==> config.mk <==
export PLATFORM = sky130hd
export DESIGN_NAME = match_event_logger
export DESIGN_NICKNAME = d
export VERILOG_FILES = /design/src/rtl/match_event_logger.sv
export SDC_FILE = /design/constraint.sdc
export NUM_CORES = 1
export LEC_CHECK = 0
export ABC_AREA = 1
export CAP_MARGIN = 20
export CORE_ASPECT_RATIO = 1.75
export CORE_MARGIN = 5
export CORE_UTILIZATION = 35
export CTS_BUF_LIST = sky130_fd_sc_hd__clkbuf_4 sky130_fd_sc_hd__clkbuf_8
export DETAILED_ROUTE_END_ITERATION = 8
export SLEW_MARGIN = 15
export SYNTH_ARGS = -nofsm -noshare
export SYNTH_HDL_FRONTEND = slang
export SYNTH_SLANG_ARGS = --single-unit
==> constraint.sdc <==
create_clock -name clk -period 6.17 [get_ports clk]
set_clock_uncertainty 0.05 [all_clocks]
set_input_delay 0.617 -clock clk [delete_from_list [all_inputs] [get_ports clk]]
set_output_delay 0.617 -clock clk [all_outputs]
set_load 0.01 [all_outputs]
==> src/rtl/match_event_logger.sv <==
// Logs 'found' match pulses: saturating match count, free-running timestamp,
// and a FWFT FIFO of match timestamps drained over valid/ready with sticky overflow.
module match_event_logger #(
  parameter int unsigned TS_W   = 16,
  parameter int unsigned CNT_W  = 16,
  parameter int unsigned DEPTH  = 8,
  parameter int unsigned ADDR_W = 3
) (
  input  logic              clk,
  input  logic              rst,
  input  logic              en,
  input  logic              clr,
  input  logic              found,
  output logic              evt_valid,
  input  logic              evt_ready,
  output logic [TS_W-1:0]   evt_ts,
  output logic [CNT_W-1:0]  match_count,
  output logic              overflow,
  output logic [ADDR_W:0]   fifo_level
);

  localparam int unsigned LVL_W = ADDR_W + 1;
  localparam logic [LVL_W-1:0] FULL_LVL = LVL_W'(DEPTH);
  localparam logic [CNT_W-1:0] CNT_MAX  = '1;

  logic [TS_W-1:0]   ts_q, ts_d;
  logic [CNT_W-1:0]  count_q, count_d;
  logic              overflow_q, overflow_d;
  logic [ADDR_W-1:0] rd_ptr_q, rd_ptr_d;
  logic [ADDR_W-1:0] wr_ptr_q, wr_ptr_d;
  logic [LVL_W-1:0]  level_q, level_d;
  logic [TS_W-1:0]   mem_q [DEPTH];

  logic event_c, pop_c, push_c, full_c;

  // Event qualification; clr discards both the incoming match and any pending pop.
  always_comb begin
    full_c  = (level_q == FULL_LVL);
    event_c = found && en && !clr;
    pop_c   = (level_q != '0) && evt_ready && !clr;
    push_c  = event_c && (!full_c || pop_c);
  end

  // Next-state for counters, pointers and flags.
  always_comb begin
    ts_d       = ts_q;
    count_d    = count_q;
    overflow_d = overflow_q;
    rd_ptr_d   = rd_ptr_q;
    wr_ptr_d   = wr_ptr_q;
    level_d    = level_q;

    if (clr) begin
      ts_d       = '0;
      count_d    = '0;
      overflow_d = 1'b0;
      rd_ptr_d   = '0;
      wr_ptr_d   = '0;
      level_d    = '0;
    end else begin
      if (en) begin
        ts_d = ts_q + TS_W'(1);
      end
      if (event_c && (count_q != CNT_MAX)) begin
        count_d = count_q + CNT_W'(1);
      end
      if (event_c && full_c && !pop_c) begin
        overflow_d = 1'b1;
      end
      if (push_c) begin
        wr_ptr_d = wr_ptr_q + ADDR_W'(1);
      end
      if (pop_c) begin
        rd_ptr_d = rd_ptr_q + ADDR_W'(1);
      end
      case ({push_c, pop_c})
        2'b10:   level_d = level_q + LVL_W'(1);
        2'b01:   level_d = level_q - LVL_W'(1);
        default: level_d = level_q;
      endcase
    end
  end

  always_ff @(posedge clk) begin
    if (rst) begin
      ts_q       <= '0;
      count_q    <= '0;
      overflow_q <= 1'b0;
      rd_ptr_q   <= '0;
      wr_ptr_q   <= '0;
      level_q    <= '0;
    end else begin
      ts_q       <= ts_d;
      count_q    <= count_d;
      overflow_q <= overflow_d;
      rd_ptr_q   <= rd_ptr_d;
      wr_ptr_q   <= wr_ptr_d;
      level_q    <= level_d;
    end
  end

  // Storage is not reset; entries are only observable once written.
  always_ff @(posedge clk) begin
    if (!rst && push_c) begin
      mem_q[wr_ptr_q] <= ts_q;
    end
  end

  assign evt_valid   = (level_q != '0);
  assign evt_ts      = mem_q[rd_ptr_q];
  assign match_count = count_q;
  assign overflow    = overflow_q;
  assign fifo_level  = level_q;

endmodule

==> results of run 1 <==
-- Yosys cell counts, types with 2 or more instances --
cell / number / area share [%]
a21oi_1: 30 / 2.1
a31oi_1: 17 / 1.5
buf_2: 8 / 0.55
buf_4: 2 / 0.21
clkbuf_1: 17 / 0.87
dfxtp_1: 46 / 13
edfxtp_1: 128 / 53
ha_1: 5 / 0.86
inv_1: 40 / 2.1
inv_2: 9 / 0.46
nand2_1: 68 / 3.5
nand2_2: 5 / 0.43
nand2_4: 5 / 0.77
nand3_1: 17 / 1.2
nand3_2: 4 / 0.55
nand4_1: 4 / 0.34
nor2_1: 149 / 7.6
nor2_2: 5 / 0.43
nor2_4: 5 / 0.77
nor3_1: 5 / 0.34
nor3_2: 3 / 0.41
nor4_1: 2 / 0.17
o21a_1: 2 / 0.21
o21ai_0: 75 / 5.1
o21ai_1: 9 / 0.62
o21bai_1: 2 / 0.21
o22ai_1: 16 / 1.4
xnor2_1: 2 / 0.24
xor2_1: 9 / 1.1
-- how the worst max path moves through the flow --
stage / end / startpoint / slack, ps
final: evt_ts[12] / flip-flop / 2430
after global routing: evt_ts[3] / flip-flop / 2170
after CTS: evt_ts[12] / flip-flop / 2290
after detailed placement: evt_ts[12] / flip-flop / 2780
after global placement: evt_ts[9] / flip-flop / 2790
after floorplan: mem_q[0][0] / en / 3690
-- flip-flops by register name, summed over array words and instances (netlist names), named ones only --
register and flops:
fifo_level 4, match_count 16, mem_q 128, overflow 1
rd_ptr_q 3, ts_q 16, wr_ptr_q 3
-- area by class of cell --
| class | instances | area, um^2 | share of cell area (%) |
|---|---|---|---|
| Timing Repair Buffer | 56 | 548.0 | 6.488 |
| Inverter | 51 | 195.2 | 2.311 |
| Clock inverter | 13 | 146.4 | 1.733 |
| Sequential cell | 174 | 4766 | 56.42 |
| Tap cell | 252 | 315.3 | 3.733 |
| Multi-Input combinational cell | 445 | 2235 | 26.46 |
| Clock buffer | 18 | 241.5 | 2.859 |
-- through the flow --
stage	power, uW	setup WS, ps	cell area [um^2]	util [%]
final	2084	2432	8447	40.69
after CTS	2111	2292	8419	40.56
after global placement	1329	2787	8031	38.69
after floorplan	1307	3693	7315	-
after global routing	2174	2165	8447	40.69
after detailed placement	1330	2782	8031	38.69
-- worst register-to-register path, delay by kind of cell (launching register included) --
| family | cells | cell delay [ps] |
|---|---|---|
| buf+inv | 1 | 340 |
| flops | 1 | 510 |
| simple gates | 7 | 800 |
-- cells by family after synthesis --
kind of cell / count (synthesis) / synth area share, %
simple gates: 278 / 17.31
compound gates: 151 / 11.03
flops: 174 / 65.14
buf+inv: 79 / 4.345
xor+xnor: 11 / 1.317
fa+ha+maj: 5 / 0.8553
-- metal layers --
metal | part of all wire [%] | GRT usage (%) | vias to the layer above
met5 | 0 | 0 | -
met2 | 57 | 27.31 | 92
met1 | 38 | 14.51 | 2376
met4 | 2.3 | 5.678 | 0
met3 | 2.8 | 2.615 | 29
li1 | - | - | 2502
-- power groups by stage --
stage	combinational [uW]	sequential, uW	clock [uW]
finish	54.3	1250	783
global route	61.2	1250	864
CTS	55.6	1250	808
detailed placement	55.6	1270	0
global placement	55.2	1270	0
floorplan	33.7	1270	0
==> key figures, run 1 <==
Status
  – Status: finished clean

Placement
  – Placed Cells: about 1000
  – Detailed placement HPWL: 10210 um
  – Placer congestion estimate: 0.7994
  – IO buf count: between 40 and 50

Setup path
  – Crit path max-delay family: buffers and inverters
  – Critical Path Max Stage Delay: roughly 770 ps
  – CP max FO: 65
  – RR Endpoint: mem_q[4][9]
  – Critical Path RT: 5500 ps
  – R2R cell count: 8
  – Critical path class: reg2out
  – Slowest-stage cell, CP: inv_2
  – Critical Path AT: ~3000 ps
  – Worst reg2reg path startpoint: fifo_level[0]
  – Crit path cell chain: buf_4 -> inv_2 -> o21ai_0 -> o22ai_1 -> nor2_1 -> a31oi_1 -> clkdlybuf4s50_1
  – CP Depth: 7
  – CP startpoint kind: flip-flop
  – Crit path capture type: output pin
  – Worst R2R Setup Slack: 4130 ps
  – WP buf/inv: 3

Global route
  – First-pass GRT wire length: ~26000 um
  – Number of global-route vias before repair: about 5000
  – Largest net degree at the start of global routing: between 60 and 70
  – Initial antenna violation count: 0
  – Total Routing Usage GR: approximately 14%
  – Gr ovfl total: 0

Power
  – Max VDD drop: ~0.00012 V
  – Clock power frac: a little under two fifths
  – Logic gate share of total power: 2.6%
  – Sequential power share: approximately three fifths
  – Sw Ratio: around a fifth
  – PD cells: 246.7 nW/um^2
  – Pint: approximately 1700 uW
  – Leak pwr: ~0.0029 uW
  – Switching power: 423.1 uW

Logic synthesis
  – Async SR Flop Fraction: 0%
  – Synth cell types: 38
  – Number of enable flip-flop cells after synthesis: between 100 and 150
  – Synthesized instance count: between 600 and 700
  – Register area share after synthesis: 65.14%
  – Syn nets: slightly above 700
  – Mapped cell area: approximately 7300 um^2
  – Yosys warnings: 0
  – Main synth FF type: edfxtp_1
  – Avg Inst Size Synth: between 10 and 15 um^2
  – Seq cells post-synth: between 150 and 200

Detailed routing
  – Antenna Violating Nets Remaining: 0
  – DRT iter0 DRCs: 243
  – Drt drc: 0
  – Detailed-route via count: approximately 5000
  – Drt via density: 4.954
  – Total wire length: between 15000 and 20000 um
  – First-pass DRT Iterations: 4
  – DR WL/cell: between 15 and 20 um

Floorplan
  – Site row count: 70
  – Die height: slightly above 200 um
  – Die area: 24000 um^2
  – Core area: between 20000 and 25000 um^2
  – Initial core utilization: about a third
  – I/O pin count: 44
  – Die W: ~120 um

Clock network
  – CTS Buf Count: 17
  – Clock sink total: 174
  – Clock Path Buffers: 2
  – CTS resizes: 0
  – CTS tree: yes
  – Hold_buf cts: 0
  – Clock transition at the registers of the reported paths: about 80 ps
  – Clock Latency Late Sink: 440 ps
  – Root Buffer: clkbuf_8
  – H-tree depth: 4
  – Setup Buffers After CTS: 0

Timing
  – Endpoints failing setup: 0
  – Final period util: between 60% and 70%
  – Worst-margin pin slew: about 940 ps
  – RSZ-0062 raised after global routing: no
  – Tmin final: approximately 3700 ps
  – Setup TNS: 0 ps
  – Count of final hold-check violations: 0
  – Slew headroom: a little under two fifths
  – Max Clk Rate: about 270 MHz
  – Max Slew Vio Count: 0
  – Hold WS: ~420 ps

Finish
  – Most frequent cells in the layout: nor2_1, edfxtp_1, o21ai_0, nand2_1, dfxtp_1
  – Synth-to-Final Area Change: 15.48%
  – Layout cells sized above 1: 11.23%
  – Final Non-Filler Cells: about 1000
  – Most common cell after layout, fill and taps aside: nor2_1
  – ANT cells: 0
  – Fillers: 1951
  – NumNets Final: 756

Min path
  – Min-delay src: rd_ptr_q[2]
  – Hold Path Class: reg2reg
  – Hold EP: rd_ptr_q[2]
  – WHS Path Cells: 2

Flow run
  – MaxCap Viol Count: 0
No activity file was read; power rests on OpenSTA's default activity.
==> inputs of run 2 (changes only) <==
clock period = 3.69 ns   (was 6.17 ns; I/O delays follow)
==> key figures, run 2 (synthesis gave the netlist of run 1 again) <==
Setup path
  – Critical path class: reg2out (unchanged)
  – Critical Path AT: 2670 ps (was 3070 ps)
  – CP max FO: 45 (was 65)
  – RR Endpoint: mem_q[4][10] (was mem_q[4][9])
  – WP buf/inv: 3 (unchanged)
  – Worst reg2reg path startpoint: fifo_level[0] (unchanged)
  – CP startpoint kind: flip-flop (unchanged)
  – Crit path cell chain: inv_2 -> buf_4 -> nor2_1 -> o22ai_1 -> nor2_1 -> a31oi_1 -> clkdlybuf4s50_1 (was buf_4 -> inv_2 -> o21ai_0 -> o22ai_1 -> nor2_1 -> a31oi_1 -> clkdlybuf4s50_1)
  – Critical Path Max Stage Delay: 570 ps (was 770 ps)
  – Crit path max-delay family: buffers and inverters (unchanged)
  – Critical Path RT: 3270 ps (was 5500 ps)
  – R2R cell count: 8 (unchanged)
  – Worst R2R Setup Slack: 1680 ps (was 4130 ps)
  – Slowest-stage cell, CP: clkdlybuf4s50_1 (was inv_2)
  – Crit path capture type: output pin (unchanged)
  – CP most frequent cell: nor2_1

Finish
  – Largest register FFs: 128 (unchanged)
  – Post-layout util: 40.74% (was 40.69%)
  – ANT cells: 0 (unchanged)
  – Most common cell after layout, fill and taps aside: nor2_1 (unchanged)
  – NumNets Final: 760 (was 756)
  – Synth-to-Final Area Change: 15.60% (was 15.48%)
  – Post-route cell area: 8456 um^2 (was 8447 um^2)
  – Most flop-heavy register: mem_q (unchanged)
  – Layout cells sized above 1: 11.15% (was 11.23%)
  – Most frequent cells in the layout: nor2_1, edfxtp_1, o21ai_0, nand2_1, dfxtp_1 (unchanged)

Timing
  – Slew headroom: 52.41% (was 37.00%)
  – Max Slew Vio Count: 0 (unchanged)
  – Final period util: about 84%
  – Count of final hold-check violations: 0 (unchanged)
  – Max Clk Rate: about 320 MHz
  – Worst-margin pin slew: 712.8 ps (was 943.7 ps)
  – Setup TNS: 0 ps (unchanged)
  – PnR worst setup slack: 603.4 ps (was 2432 ps)
  – Endpoints failing setup: 0 (unchanged)
  – Tmin final: around 3100 ps
  – RSZ-0062 raised after global routing: no (unchanged)

Detailed routing
  – Antenna Violating Nets Remaining: 0 (unchanged)
  – DRT iter0 DRCs: 215 (was 243)
  – DR WL/cell: 15.76 um (was 16.01 um)
  – Drt via density: 4.934 (was 4.954)
  – Total wire length: 15980 um (was 16160 um)
  – First-pass DRT Iterations: 5 (was 4)
  – Drt drc: 0 (unchanged)
  – Detailed-route via count: 5003 (was 4999)

Placement
  – Post-place setup slack: 1003 ps (was 2782 ps)
  – Post-place instance area: 8069 um^2 (was 8031 um^2)
  – Placer congestion estimate: 0.8302 (was 0.7994)
  – Detailed placement HPWL: 10700 um (was 10210 um)
  – IO buf count: 43 (unchanged)

Clock network
  – H-tree depth: 4 (unchanged)
  – Clock Latency Late Sink: 440 ps (about the same)
  – Clock Path Buffers: 2 (unchanged)
  – Root Buffer: clkbuf_8 (unchanged)
  – CTS Buf Count: 17 (unchanged)
  – Clock sink total: 174 (unchanged)
  – Hold_buf cts: 0 (unchanged)
  – CTS tree: yes (unchanged)
  – CTS resizes: 0 (unchanged)
  – Setup Buffers After CTS: 0 (unchanged)
  – Clock transition at the registers of the reported paths: 80 ps (about the same)

Min path
  – WHS Path Cells: 2 (unchanged)
  – Min-delay src: rd_ptr_q[2] (unchanged)
  – Hold Path Class: reg2reg (unchanged)
  – Hold EP: rd_ptr_q[2] (unchanged)

Status
  – Status: finished clean (unchanged)

Power
  – Max VDD drop: 0.0002418 V (was 0.0001231 V)
  – PD cells: 408.8 nW/um^2 (was 246.7 nW/um^2)
  – Total power: 3456 uW (was 2084 uW)
  – Leak pwr: 0.002851 uW (about the same)

Floorplan
  – Die area: 24000 um^2 (unchanged)
  – Initial core utilization: 35.24% (unchanged)
  – I/O pin count: 44 (unchanged)
  – Site row count: 70 (unchanged)
  – Core area: 20760 um^2 (unchanged)
  – Die height: 201.2 um (unchanged)
  – Die W: 119.3 um (unchanged)

Global route
  – Initial antenna violation count: 0 (unchanged)
  – Gr ovfl total: 0 (unchanged)
  – Largest net degree at the start of global routing: 46 (was 66)
  – First-pass GRT wire length: 25570 um (was 26220 um)
  – Total Routing Usage GR: 13.69% (was 14.08%)
  – Number of global-route vias before repair: 5013 (was 5058)

Flow run
  – MaxCap Viol Count: 0 (unchanged)
-- run 2: changes by cell type in the layout (fill, tap and decap cells not counted) --
cell        change
clkinv_4        +1
clkinv_1        +4
clkinvlp_2      -1
buf_4           +5
buf_16          -1
inv_6           -1
inv_1           +1
clkinv_2        -3
clkinvlp_4      +1
clkbuf_4        -1
-- run 2: layout make-up --
| class | instances | area, um^2 |
|---|---|---|
| Fill cell | 1974 | 12300 |
| Sequential cell | 174 | 4766 |
| Multi-Input combinational cell | 445 | 2235 |
| Timing Repair Buffer | 60 | 558.0 |
| Tap cell | 252 | 315.3 |
| Clock buffer | 17 | 234.0 |
| Inverter | 51 | 195.2 |
| Clock inverter | 15 | 152.6 |
-- run 2: layer usage --
| layer | vias up | track usage, % | wire [um] |
|---|---|---|---|
| li1 | 2508 | - | - |
| met4 | 0 | 5.595 | 356 |
| met2 | 94 | 26.81 | 9058 |
| met3 | 23 | 2.418 | 461 |
| met1 | 2378 | 13.94 | 6104 |
| met5 | - | 0 | 0 |
-- run 2: tightest hold or removal path: cells and delay by family (launching register included) --
family | cells | cell delay, ps
DFF | 1 | 320
buffers and inverters | 1 | 50
AOI/OAI and AO/OA | 1 | 60
-- run 2: where the power goes --
group,total [uW],internal (uW),switching (uW)
Combinational,90.9,35.5,55.4
Clock,1280,652,628
Sequential,2090,2080,6.87
Total,3460,2770,690
-- run 2: how the worst max path moves through the flow --
stage | end | slack (ps) | depth (start not counted)
final | evt_ts[12] | 600 | 7
after global routing | evt_ts[12] | 410 | 7
after CTS | evt_ts[12] | 510 | 7
after detailed placement | evt_ts[12] | 1000 | 7
after global placement | evt_ts[12] | 1010 | 7
after floorplan | mem_q[0][0] | 1370 | 7
-- run 2: metrics by stage --
step	std cells	hold WS, ps
finish	1014	411.6
floorplan	698	383.4
detailed placement	982	403.0
global placement	982	397.7
CTS	1014	415.4
global route	1014	458.1
